File: src/rtl/rca_seq_accum_pkg.sv
// rca_seq_accum shared definitions.
// FSM encoding, default widths and index sizing helper.
package rca_seq_accum_pkg;

  typedef enum logic [1:0] {
    S_IDLE = 2'd0,
    S_RUN  = 2'd1,
    S_DONE = 2'd2
  } state_t;

  localparam int TOTAL_W_DEF = 32;
  localparam int CHUNK_W_DEF = 8;

  // Chunk index width; never narrower than one bit.
  function automatic int idx_w(input int n);
    return (n > 1) ? $clog2(n) : 1;
  endfunction

endpackage

File: src/rtl/rca_seq_accum_rca.sv
// Narrow ripple-carry adder slice.
// Shared by the sequential accumulator, one chunk per clock.
module rca_seq_accum_rca
  import rca_seq_accum_pkg::*;
#(
  parameter int WIDTH = CHUNK_W_DEF
) (
  input  logic [WIDTH-1:0] i_a,
  input  logic [WIDTH-1:0] i_b,
  input  logic             i_cin,
  output logic [WIDTH-1:0] o_sum,
  output logic             o_cout
);

  // Bit-serial carry chain through full adders.
  always_comb begin
    logic c;
    c = i_cin;
    o_sum = '0;
    for (int i = 0; i < WIDTH; i++) begin
      o_sum[i] = i_a[i] ^ i_b[i] ^ c;
      c = (i_a[i] & i_b[i]) | (c & (i_a[i] ^ i_b[i]));
    end
    o_cout = c;
  end

endmodule

File: src/rtl/rca_seq_accum.sv
// Multi-cycle wide add/sub/accumulate controller.
// One CHUNK_W slice is reused LSB chunk first.
module rca_seq_accum
  import rca_seq_accum_pkg::*;
#(
  parameter int TOTAL_W = TOTAL_W_DEF,
  parameter int CHUNK_W = CHUNK_W_DEF
) (
  input  logic               clk,
  input  logic               rst,
  input  logic               in_valid,
  output logic               in_ready,
  input  logic [TOTAL_W-1:0] in_a,
  input  logic [TOTAL_W-1:0] in_b,
  input  logic               in_sub,
  input  logic               in_acc,
  input  logic               acc_clr,
  output logic               out_valid,
  input  logic               out_ready,
  output logic [TOTAL_W-1:0] out_sum,
  output logic               out_cout,
  output logic               out_ovf,
  output logic               busy
);

  localparam int NCHUNK = TOTAL_W / CHUNK_W;
  localparam int IDX_W = idx_w(NCHUNK);
  localparam logic [IDX_W-1:0] LAST = IDX_W'(NCHUNK - 1);
  localparam int MSB = TOTAL_W - 1;

  state_t r_state;
  state_t w_next;

  logic [TOTAL_W-1:0] r_a;
  logic [TOTAL_W-1:0] r_b;
  logic [TOTAL_W-1:0] r_sum;
  logic [TOTAL_W-1:0] r_acc;
  logic [IDX_W-1:0]   r_idx;
  logic               r_carry;
  logic               r_accf;
  logic               r_cout;
  logic               r_ovf;

  logic [CHUNK_W-1:0] w_a_c;
  logic [CHUNK_W-1:0] w_b_c;
  logic [CHUNK_W-1:0] w_s_c;
  logic               w_co;
  logic [TOTAL_W-1:0] w_full;
  logic               w_accept;
  logic               w_last;

  assign in_ready  = (r_state == S_IDLE) && !rst;
  assign out_valid = (r_state == S_DONE);
  assign busy      = (r_state != S_IDLE);
  assign out_sum   = r_sum;
  assign out_cout  = r_cout;
  assign out_ovf   = r_ovf;
  assign w_accept  = in_valid && in_ready;
  assign w_last    = (r_idx == LAST);

  // Select the active chunk of both operands.
  always_comb begin
    w_a_c = r_a[int'(r_idx)*CHUNK_W +: CHUNK_W];
    w_b_c = r_b[int'(r_idx)*CHUNK_W +: CHUNK_W];
  end

  rca_seq_accum_rca #(
    .WIDTH(CHUNK_W)
  ) u_rca (
    .i_a   (w_a_c),
    .i_b   (w_b_c),
    .i_cin (r_carry),
    .o_sum (w_s_c),
    .o_cout(w_co)
  );

  // Merge the fresh chunk into the partial result.
  always_comb begin
    w_full = r_sum;
    w_full[int'(r_idx)*CHUNK_W +: CHUNK_W] = w_s_c;
  end

  // Next-state logic.
  always_comb begin
    w_next = r_state;
    unique case (r_state)
      S_IDLE: if (w_accept) w_next = S_RUN;
      S_RUN:  if (w_last) w_next = S_DONE;
      S_DONE: if (out_ready) w_next = S_IDLE;
      default: w_next = S_IDLE;
    endcase
  end

  // State register.
  always_ff @(posedge clk) begin
    if (rst) r_state <= S_IDLE;
    else     r_state <= w_next;
  end

  // Operand latch, chunk stepping, flags and accumulator.
  always_ff @(posedge clk) begin
    if (rst) begin
      r_a     <= '0;
      r_b     <= '0;
      r_sum   <= '0;
      r_acc   <= '0;
      r_idx   <= '0;
      r_carry <= 1'b0;
      r_accf  <= 1'b0;
      r_cout  <= 1'b0;
      r_ovf   <= 1'b0;
    end else begin
      case (r_state)
        S_IDLE: begin
          if (w_accept) begin
            r_a     <= in_acc ? (acc_clr ? '0 : r_acc) : in_a;
            r_b     <= in_sub ? ~in_b : in_b;
            r_carry <= in_sub;
            r_accf  <= in_acc;
            r_idx   <= '0;
          end
        end
        S_RUN: begin
          r_sum   <= w_full;
          r_carry <= w_co;
          r_idx   <= r_idx + IDX_W'(1);
          if (w_last) begin
            r_cout <= w_co;
            r_ovf  <= (r_a[MSB] == r_b[MSB]) &&
                      (w_s_c[CHUNK_W-1] != r_a[MSB]);
          end
        end
        default: ;
      endcase
      if (acc_clr)
        r_acc <= '0;
      else if (r_state == S_RUN && w_last && r_accf)
        r_acc <= w_full;
    end
  end

endmodule

File: config.mk
export PLATFORM = sky130hd
export DESIGN_NAME = rca_seq_accum
export DESIGN_NICKNAME = d
export VERILOG_FILES = /design/src/rtl/rca_seq_accum_pkg.sv /design/src/rtl/rca_seq_accum_rca.sv /design/src/rtl/rca_seq_accum.sv
export SDC_FILE = /design/constraint.sdc
export NUM_CORES = 1
export LEC_CHECK = 0
export CORE_MARGIN = 3
export CORE_UTILIZATION = 40
export CTS_CLUSTER_SIZE = 16
export DETAILED_ROUTE_END_ITERATION = 8
export GPL_TIMING_DRIVEN = 0
export SYNTH_ARGS = -nofsm -noshare
export SYNTH_HDL_FRONTEND = slang
export SYNTH_SLANG_ARGS = --single-unit
File: constraint.sdc
create_clock -name clk -period 6.2 [get_ports clk]
set_input_delay 0.93 -clock clk [delete_from_list [all_inputs] [get_ports clk]]
set_output_delay 0.93 -clock clk [all_outputs]
set_load 0.05 [all_outputs]
Word level (Yosys, flattened, before mapping)
Index checks and enable logic that the tools add are counted.
{"block": "word_totals", "in_bits": 71, "register_bits": 136, "out_inout_bits": 37, "wordCells": 91}
{"block": "classes", "shift": 4, "reduce_logical": 14, "n_mux": 12, "n_bitwise": 41, "add_sub_neg": 2, "n_eq_ne": 8}
{"cell": "2-to-1 mux 32 bit", "n": 3}
{"cell": "indexed part select 32 x 6 -> 8 bit", "n": 2}
{"cell": "negation 5 -> 33 bit", "n": 1}
{"cell": "variable shift 8 x 33 -> 32 bit (first input constant)", "n": 1}
{"cell": "indexed part select 8 x 33 -> 32 bit", "n": 1}
{"cell": "bitwise mux 32 bit", "n": 1}
{"cell": "NOT 32 bit", "n": 1}
{"cell": "AND 1 bit", "n": 16}
{"cell": "XOR 1 bit", "n": 16}
{"cell": "2-to-1 mux 2 bit", "n": 4}
{"cell": "bitwise OR 1 bit", "n": 8}
{"cell": "case mux 2 bit (3 select lines)", "n": 1}
{"cell": "AND reduction 2 bit", "n": 3}
{"cell": "logical AND 1 bit", "n": 5}
{"cell": "== test 2 bit (second input constant)", "n": 2}
{"cell": "!= test 2 bit (second input constant)", "n": 2}
{"cell": "case mux 2 bit (2 select lines)", "n": 1}
{"cell": "nonzero test 2 bit", "n": 2}
{"cell": "AND reduction 3 bit", "n": 1}
{"cell": "adder 2 x 1 -> 2 bit (second input constant)", "n": 1}
{"cell": "== test 2 x 1 -> 1 bit (second input constant)", "n": 1}
{"cell": "logical NOT 2 bit", "n": 1}
{"cell": "!= test 2 x 1 -> 1 bit (second input constant)", "n": 1}
{"cell": "case mux 1 bit (2 select lines)", "n": 1}
{"cell": "5 further kinds", "n": 5}

Depth between registers and ports, before layout
Gate-level depths: netlist of the first run.
{"block": "depth", "word_depth": 19, "ltp_mapped": 17, "ltp_nobuf": 15}

Modules after synthesis
Synthesis of the first run repeated with hierarchy kept, for this count alone.
{"block": "hier_totals", "hier_cells": 715, "area_unflattened_um2": 6655.1}
{"module": "rca_seq_accum", "area_each_um2": 6457.4, "cells_per_inst": 697, "seq_area_each_um2": 2722.6, "instances": 1}
{"module": "rca_seq_accum_rca", "area_each_um2": 197.7, "cells_per_inst": 18, "seq_area_each_um2": 0.0, "instances": 1}

Worst setup path before layout of the first run
Ideal clock, no wire load.
{"block": "synth_timing", "path_type": "reg2reg", "from": "reg r_idx[1]", "to": "reg r_sum[31] (netlist: out_sum[31])", "setup_time_ps": 117, "period_less_slack_ps": 4854, "arrival_ps": 4737, "stages_incl_launch_ff": 18, "path_buffers": 2, "slack_ps": 1346, "required_time_ps": 6083, "path_cell_list": "dfxtp_1 clkbuf_1 clkbuf_1 mux4_2 inv_1 fa_1 fa_1 fa_1 fa_1 fa_1 inv_1 fa_1 inv_1 fa_1 inv_1 fa_1 nor2b_1 a22o_1"}
{"block": "synth_between", "elab_chain_cells": 19, "word_cells_on_any_way": 43, "cone_classes": "1 x add/sub; 4 x shift; 1 x mux; 37 x bitwise"}
{"item": "start, declared", "line_no": "rca_seq_accum.sv:38", "source": "logic [IDX_W-1:0] r_idx;"}
{"item": "start signal, assigned", "line_no": "rca_seq_accum.sv:126", "source": "r_idx <= r_idx + IDX_W'(1);"}
{"item": "indexed part select 32 x 6 -> 8 bit, on equally long branches", "line_no": "rca_seq_accum.sv:63, rca_seq_accum.sv:64"}
{"item": "XOR 1 bit", "line_no": "rca_seq_accum_rca.sv:21, rca_seq_accum_rca.sv:22"}
{"item": "AND 1 bit", "line_no": "rca_seq_accum_rca.sv:22", "source": "c = (i_a[i] & i_b[i]) | (c & (i_a[i] ^ i_b[i]));"}
{"item": "bitwise OR 1 bit", "line_no": "rca_seq_accum_rca.sv:22"}
{"item": "AND 1 bit", "line_no": "rca_seq_accum_rca.sv:22"}
{"item": "bitwise OR 1 bit", "line_no": "rca_seq_accum_rca.sv:22"}
{"item": "AND 1 bit", "line_no": "rca_seq_accum_rca.sv:22"}
{"item": "bitwise OR 1 bit", "line_no": "rca_seq_accum_rca.sv:22"}
{"item": "(+3 left out)"}
{"item": "bitwise OR 1 bit", "line_no": "rca_seq_accum_rca.sv:22"}
{"item": "AND 1 bit", "line_no": "rca_seq_accum_rca.sv:22"}
{"item": "bitwise OR 1 bit", "line_no": "rca_seq_accum_rca.sv:22"}
{"item": "AND 1 bit", "line_no": "rca_seq_accum_rca.sv:22"}
{"item": "bitwise OR 1 bit", "line_no": "rca_seq_accum_rca.sv:22"}
{"item": "XOR 1 bit", "line_no": "rca_seq_accum_rca.sv:21", "source": "o_sum[i] = i_a[i] ^ i_b[i] ^ c;"}
{"item": "indexed part select 8 x 33 -> 32 bit", "line_no": "rca_seq_accum.sv:80", "source": "w_full[int'(r_idx)*CHUNK_W +: CHUNK_W] = w_s_c;"}
{"item": "bitwise mux 32 bit (*)", "line_no": "rca_seq_accum.sv:80"}
{"item": "end signal, assigned", "line_no": "rca_seq_accum.sv:124", "source": "r_sum <= w_full;"}
{"item": "end, declared", "line_no": "rca_seq_accum.sv:36", "source": "logic [TOTAL_W-1:0] r_sum;"}
Every way passes the cells marked *; elsewhere a longest branch is shown, timed or not.
A chain may end at the register's enable or synchronous reset.

Worst setup path after layout of the first run
{"block": "layout_timing", "from": "reg r_idx[1]", "to": "reg r_sum[23] (netlist: out_sum[23])"}
The elaborated chain is that of the path after synthesis.

==> qor.txt, run 1 <==
=========================================================================================
Overall routed net length                                                        20800 um
Area overhead of the layout relative to synthesis                                   30.0%
Share of the synthesized area in the top cell type                                  41.6%
Global-route wire length before repair                                           32200 um
Footprint of the flip-flops and latches                                          2720 um2
Resize count post-CTS                                                                   0
Net switching power figure                                                         596 uW
Fin Setup TNS                                                                        0 ns
Clock share of power                                                                46.6%
Cell types occupying the most area after synthesis                           dfxtp_1, nand2b_1, nand3b_1, mux4_2, a22o_1
Total setup violations reported at the end of the flow                                  0
Final Core Density                                                                  53.4%
Drt first pass iters                                                                    5
Area of the die                                                                 17900 um2
Required time of the worst setup path                                             6.51 ns
Number of standard cells after synthesis                                              685
Cell Count Post-Placement                                                            1005
Power Dens Cells                                                               282 nW/um2
Max-Cap Viols                                                                           0
IO Count                                                                              108
Combinational cell fraction of total power                                          14.3%
Post-Syn Area per Cell                                                           9.56 um2
Internal power                                                                    1.80 mW
Total congestion overflow after global routing                                          0
Synthesized-area fraction occupied by and/or/nand/nor cells                         21.6%
Run status                                                                      completed
First-iteration detailed-routing DRC count                                            484
Largest net degree at the start of global routing                                      17
Worst Path Arrival                                                                6.28 ns
Antenna violations before repair                                                        0
CTS Hold Buffers Added                                                                  0
Cell leakage power                                                                2.86 nW
Endpoints failing hold                                                                  0
Cts bufs inserted                                                                      17
Detailed-route via count                                                             5644
CTS tree                                                                            built
Antenna diode instance count                                                            0
Die height                                                                         134 um
Die width                                                                          134 um
Adder and majority cell fraction of the synthesized area                            3.59%
Number of filler cells placed in the layout                                          1470
Synth Area in XOR/XNOR                                                              4.28%
Drt via density                                                                      5.45
Post-layout instance count excluding filler cells                                    1036
CP max FO                                                                              10
Final weighted congestion of routability-driven global placement                    0.902
Syn nets                                                                              770
Number of enable flip-flop cells after synthesis                                        0
Final routed wire length divided by cell count                                    20.1 um
Layout Nets                                                                           893
Number of flip-flops and latches in the synthesized netlist                           136
Clk Latency, worst-skew pair                                                      0.42 ns
Vias in the first global route                                                       5632
Final-layout worst hold slack                                                    0.470 ns
Final worst-path cycle share                                                        96.3%
Kind of critical path                                                          reg -> reg
Count of synthesis-stage warnings from yosys                                            0
Reg clk slew, reported paths                                                      0.06 ns
Setup repair after global routing missed its margin                                 false
Proportion of register bits with asynchronous set or reset after synthesis             0%
Initial core utilization                                                            41.1%
Number of levels the H-tree was split into                                              4
Max Clock Skew                                                                 0.00569 ns
Clock tree root driver cell                                                     clkbuf_16
Transition at the pin with the smallest max-transition slack                     0.773 ns
CP Launch Type                                                                  flip-flop
Fraction of the yosys area taken by sequential cells                                41.6%
Top_reg_cell synth                                                                dfxtp_1
Post-CTS setup buffers                                                                  0
Post-synthesis instance area                                                     6550 um2
GRT Total Usage                                                                     23.5%
Worst vdd ir                                                                       235 uV
Multiplexer fraction of the synthesized cell area                                   5.65%
Count of buffers inserted at the top-level ports                                      104
Combined area of the multi-input logic cells                                     3480 um2
Detailed Place HPWL                                                              15900 um
Complex-gate fraction of the synthesized area                                       18.0%
Slew HR                                                                             48.4%
Most area-hungry cell type in the Yosys netlist                                   dfxtp_1
Top cells by count, synth                                                    dfxtp_1, nand2b_1, nand3b_1
DRC Markers                                                                             0
Sequential share of power                                                           39.1%
Most common cell in the synthesized netlist                                       dfxtp_1
Std cell rows                                                                          46
Antenna-violating nets left                                                             0
Max frequency                                                                     167 MHz
Core Region                                                                     15900 um2
Layout cells sized above 1                                                          9.02%
CP Capture Type                                                                 flip-flop
Clock Tree Buf Depth                                                                    2
Number of clock sinks seen by CTS                                                     136
Worst hold-check path type                                                     reg -> reg
Total count of max-transition violations in the final report                            0
Netlist cell types                                                                     36
Tmin final                                                                        5.97 ns
Sw frac                                                                             24.9%
Combinational family with the most area after synthesis                      simple AND/OR/NAND/NOR gates
=========================================================================================
-- metrics by stage --
step | cell area (um2) | worst slack (ns) | total power, mW
2_1_floorplan | 6550 | 1.35 | 1.15
3_3_place_gp | 7860 | 0.345 | 1.29
3_5_place_dp | 7860 | 0.255 | 1.30
4_1_cts | 8520 | 0.266 | 2.41
5_1_grt | 8520 | 0.0970 | 2.47
6_report | 8520 | 0.228 | 2.40
-- kinds of logic (layout without fill, tap and decap cells) --
| logic type | Yosys count | count (layout) |
|---|---|---|
| buffers and inverters | 80 | 215 |
| adder cells (fa/ha/maj) | 14 | 14 |
| AND/OR/NAND/NOR | 227 | 227 |
| multiplexers | 17 | 17 |
| XOR/XNOR | 32 | 32 |
| flip-flops | 136 | 136 |
| AO/OA/AOI/OAI | 179 | 179 |
-- final timing paths --
kind             from           to  cells past startpoint  slack [ns]
max          r_idx[1]  out_sum[23]                     17        0.23
min          out_cout     out_cout                      2        0.47
max reg2reg  r_idx[1]  out_sum[23]                     17        0.23
min reg2reg  out_cout     out_cout                      2        0.47
-- worst max-delay path, stage by stage (launching register included) --
cell and delay [ns]:
dfxtp_1 0.39, clkbuf_1 0.53, clkbuf_1 0.65, mux4_2 0.38, inv_1 0.07, fa_1 0.42
fa_1 0.42, fa_1 0.40, fa_1 0.39, fa_1 0.38, inv_1 0.10, fa_1 0.17
inv_1 0.05, fa_1 0.35, inv_1 0.07, fa_1 0.55, nor2b_1 0.27, a22o_1 0.27
-- power groups by stage --
stage | Combinational [mW] | Clock (mW) | Sequential [mW]
floorplan | 0.200 | 0 | 0.954
global placement | 0.338 | 0 | 0.955
detailed placement | 0.342 | 0 | 0.955
CTS | 0.344 | 1.13 | 0.937
global route | 0.369 | 1.16 | 0.941
finish | 0.344 | 1.12 | 0.938
-- final cells by class --
type	count	area share [%]
Buffer	61	3.28
Clock buffer	20	5.36
Clock inverter	11	2.31
Tap cell	216	3.17
Sequential cell	136	32.0
Timing Repair Buffer	104	12.2
Inverter	19	0.837
Multi-Input combinational cell	469	40.8
-- layer usage --
metal  vias to the layer above  share of wire, %  GRT usage (%)
met1                      2746                50           34.6
li1                       2709                 -              -
met4                         0               1.8           7.77
met5                         -                 0              0
met2                       168                44           34.4
met3                        21               4.9           4.69
-- placed cells by master, fill, tap and decap left out, types with 2 or more instances in the layout --
cell             netlist  final
clkinvlp_4             0      5
clkbuf_16              0     17
xnor2_1               32     32
nand2b_1              82     82
clkdlybuf4s50_1        0    104
and4b_1                2      2
and2_0                 3      3
o21ai_0               44     44
o21ai_1               18     18
buf_4                  2      2
a21oi_1               26     26
buf_6                  3      3
nor2b_1               12     12
nor2_1                43     43
and4bb_2               3      3
ha_1                   6      6
a311oi_1              32     32
buf_2                 15     15
clkbuf_1              39     40
clkbuf_8               0      2
bufinv_16              0      5
o21ai_2                2      2
nand2_1                5      5
nor3_1                 2      2
mux4_2                16     16
dfxtp_1              136    136
a22o_1                32     32
fa_1                   8      8
inv_1                 19     19
nand3_1                3      3
nand3b_1              67     67
a31oi_1               24     24
-- sequential cells by signal, summed over array words and instances (netlist names) --
register / count
r_acc: 32
r_state: 2
r_idx: 2
out_cout: 1
out_ovf: 1
r_carry: 1
r_b: 32
out_sum: 32
r_a: 32
r_accf: 1
Power figures use the tool's default switching activity.
==> run 2, diff against run 1 <==
--- a/config.mk
+++ b/config.mk
@@ -9,7 +9,9 @@
 export CORE_UTILIZATION = 40
 export CTS_CLUSTER_SIZE = 16
 export DETAILED_ROUTE_END_ITERATION = 8
+export GPL_ROUTABILITY_DRIVEN = 0
 export GPL_TIMING_DRIVEN = 0
+export PLACE_DENSITY = 0.65
 export SYNTH_ARGS = -nofsm -noshare
 export SYNTH_HDL_FRONTEND = slang
 export SYNTH_SLANG_ARGS = --single-unit
==> constraint.sdc (replaced) <==
create_clock -name clk -period 5.15 [get_ports clk]
set_input_delay 0.7725 -clock clk [delete_from_list [all_inputs] [get_ports clk]]
set_output_delay 0.7725 -clock clk [all_outputs]
set_load 0.05 [all_outputs]
==> qor.txt, run 2 (same netlist as run 1, synthesis figures left out) <==
============================================================================
Cell Count Post-Placement                                               1005
Global-route wire length before repair                              31900 um
Most common library cell in the layout ignoring fill and taps        dfxtp_1
Worst hold-check path type                                        reg -> reg
Drt via density                                                         5.60
Cell chain of the critical path                                 buf_4 -> mux4_2 -> inv_1 -> fa_1 -> fa_1 -> fa_1 -> fa_1 -> fa_1 -> inv_1 -> fa_1 -> inv_1 -> fa_1 -> inv_1 -> fa_1 -> nor2b_1 -> a22o_1
Max-Cap Viols                                                              0
Transition at the pin with the smallest max-transition slack        0.749 ns
Required time of the worst setup path                                5.46 ns
Total congestion overflow after global routing                             0
Layout Nets                                                              891
Area overhead of the layout relative to synthesis                      30.3%
Overall routed net length                                           20300 um
Clock tree root driver cell                                        clkbuf_16
Die width                                                             134 um
DRC Markers                                                                0
Largest net degree at the start of global routing                         20
Antenna diode instance count                                               0
Dpl ws                                                             -0.637 ns
Post-layout instance count excluding filler cells                       1035
Power consumption                                                    2.90 mW
Worst vdd ir                                                          234 uV
CP Capture Type                                                    flip-flop
Antenna-violating nets left                                                0
Worst Path Arrival                                                   5.31 ns
Number of clock sinks seen by CTS                                        136
Std cell rows                                                             46
Kind of critical path                                             reg -> reg
GRT Total Usage                                                        22.9%
Die height                                                            134 um
Vias in the first global route                                          5899
CP max FO                                                                 18
Total non-filler cell area in the finished layout                   8530 um2
Slew HR                                                                50.0%
Max Clock Skew                                                    0.00802 ns
Detailed-route via count                                                5791
Run status                                                         completed
IO Count                                                                 108
Final Core Density                                                     53.5%
Antenna violations before repair                                           0
Area of the die                                                    17900 um2
Worst-case setup margin in the final layout                         0.146 ns
Total count of max-transition violations in the final report               0
Total setup violations reported at the end of the flow                     0
CP max stage delay                                                   0.55 ns
First-iteration detailed-routing DRC count                               488
Layout cells sized above 1                                             9.40%
Endpoints failing hold                                                     0
Reg clk slew, reported paths                                         0.06 ns
Final worst-path cycle share                                           97.2%
Detailed Place HPWL                                                 15400 um
Power Dens Cells                                                  340 nW/um2
Tmin final                                                           5.00 ns
Initial core utilization                                               41.1%
Post-CTS setup buffers                                                     0
Count of buffers inserted at the top-level ports                         104
Setup repair after global routing missed its margin                    false
Clock Tree Buf Depth                                                       2
DP Area                                                             7860 um2
Cts bufs inserted                                                         17
Final routed wire length divided by cell count                       19.6 um
Worst-path cell with the longest stage delay                            fa_1
Highest-count cells in the layout ignoring fill and taps        dfxtp_1, clkdlybuf4s50_1, nand2b_1
Number of filler cells placed in the layout                             1451
Drt first pass iters                                                       5
Cell leakage power                                                   2.88 nW
CTS tree                                                               built
Max frequency                                                        200 MHz
CP Launch Type                                                     flip-flop
Number of levels the H-tree was split into                                 4
Core Region                                                        15900 um2
Most frequent cell on the critical path                                 fa_1
Clk Latency, worst-skew pair                                         0.42 ns
============================================================================
run 2: path summary, 6_finish.rpt:
kind	from	end	slack, ns	depth (start not counted)
min reg2reg	out_cout	out_cout	0.47	2
max	r_idx[1]	out_sum[31]	0.15	16
min	out_cout	out_cout	0.47	2
max reg2reg	r_idx[1]	out_sum[31]	0.15	16
run 2: routing by layer:
layer	track usage [%]	part of all wire (%)
met2	34.6	44
met3	7.35	8.4
met1	30.5	44
met5	0	0
met4	8.86	2.9
run 2: metrics by stage:
stage | setup TNS (ns) | hold slack (ns)
global route | 0 | 0.487
finish | 0 | 0.471
CTS | 0 | 0.478
floorplan | 0 | 0.446
detailed placement | -5.79 | 0.465
global placement | -5.79 | 0.455
run 2: area by class of cell:
| class | count | area, um2 | area share (%) |
|---|---|---|---|
| multi-input combinational | 469 | 3480 | 40.8 |
| sequential | 136 | 2720 | 31.9 |
| timing repair buffer | 104 | 1040 | 12.2 |
| clock buffer | 20 | 467 | 5.47 |
| buffer | 59 | 287 | 3.36 |
| tap | 216 | 270 | 3.17 |
| clock inverter | 12 | 196 | 2.30 |
| inverter | 19 | 71.3 | 0.836 |
run 2: repair_timing:
item	in CTS	in global routing
hold endpoints to repair	0	0
endpoints found under the setup margin	14	9
hold buffers	0	0
gates cloned	0	0
resized for setup	4	5
run 2: worst max-delay path, delay by kind of cell, from the launching register on:
family	cells	cell delay, ns
AOI/OAI and AO/OA	1	0.26
adders and majority gates	8	3.09
buffers and inverters	5	0.62
DFF	1	0.39
muxes	1	0.26
and+or+nand+nor	1	0.26
run 2: report_power, final:
group | switching [mW] | internal [mW] | leakage, nW
registers | 0.0323 | 1.10 | 1.11
clock network | 0.461 | 0.895 | 0.318
logic | 0.221 | 0.192 | 1.46
total | 0.714 | 2.18 | 2.88
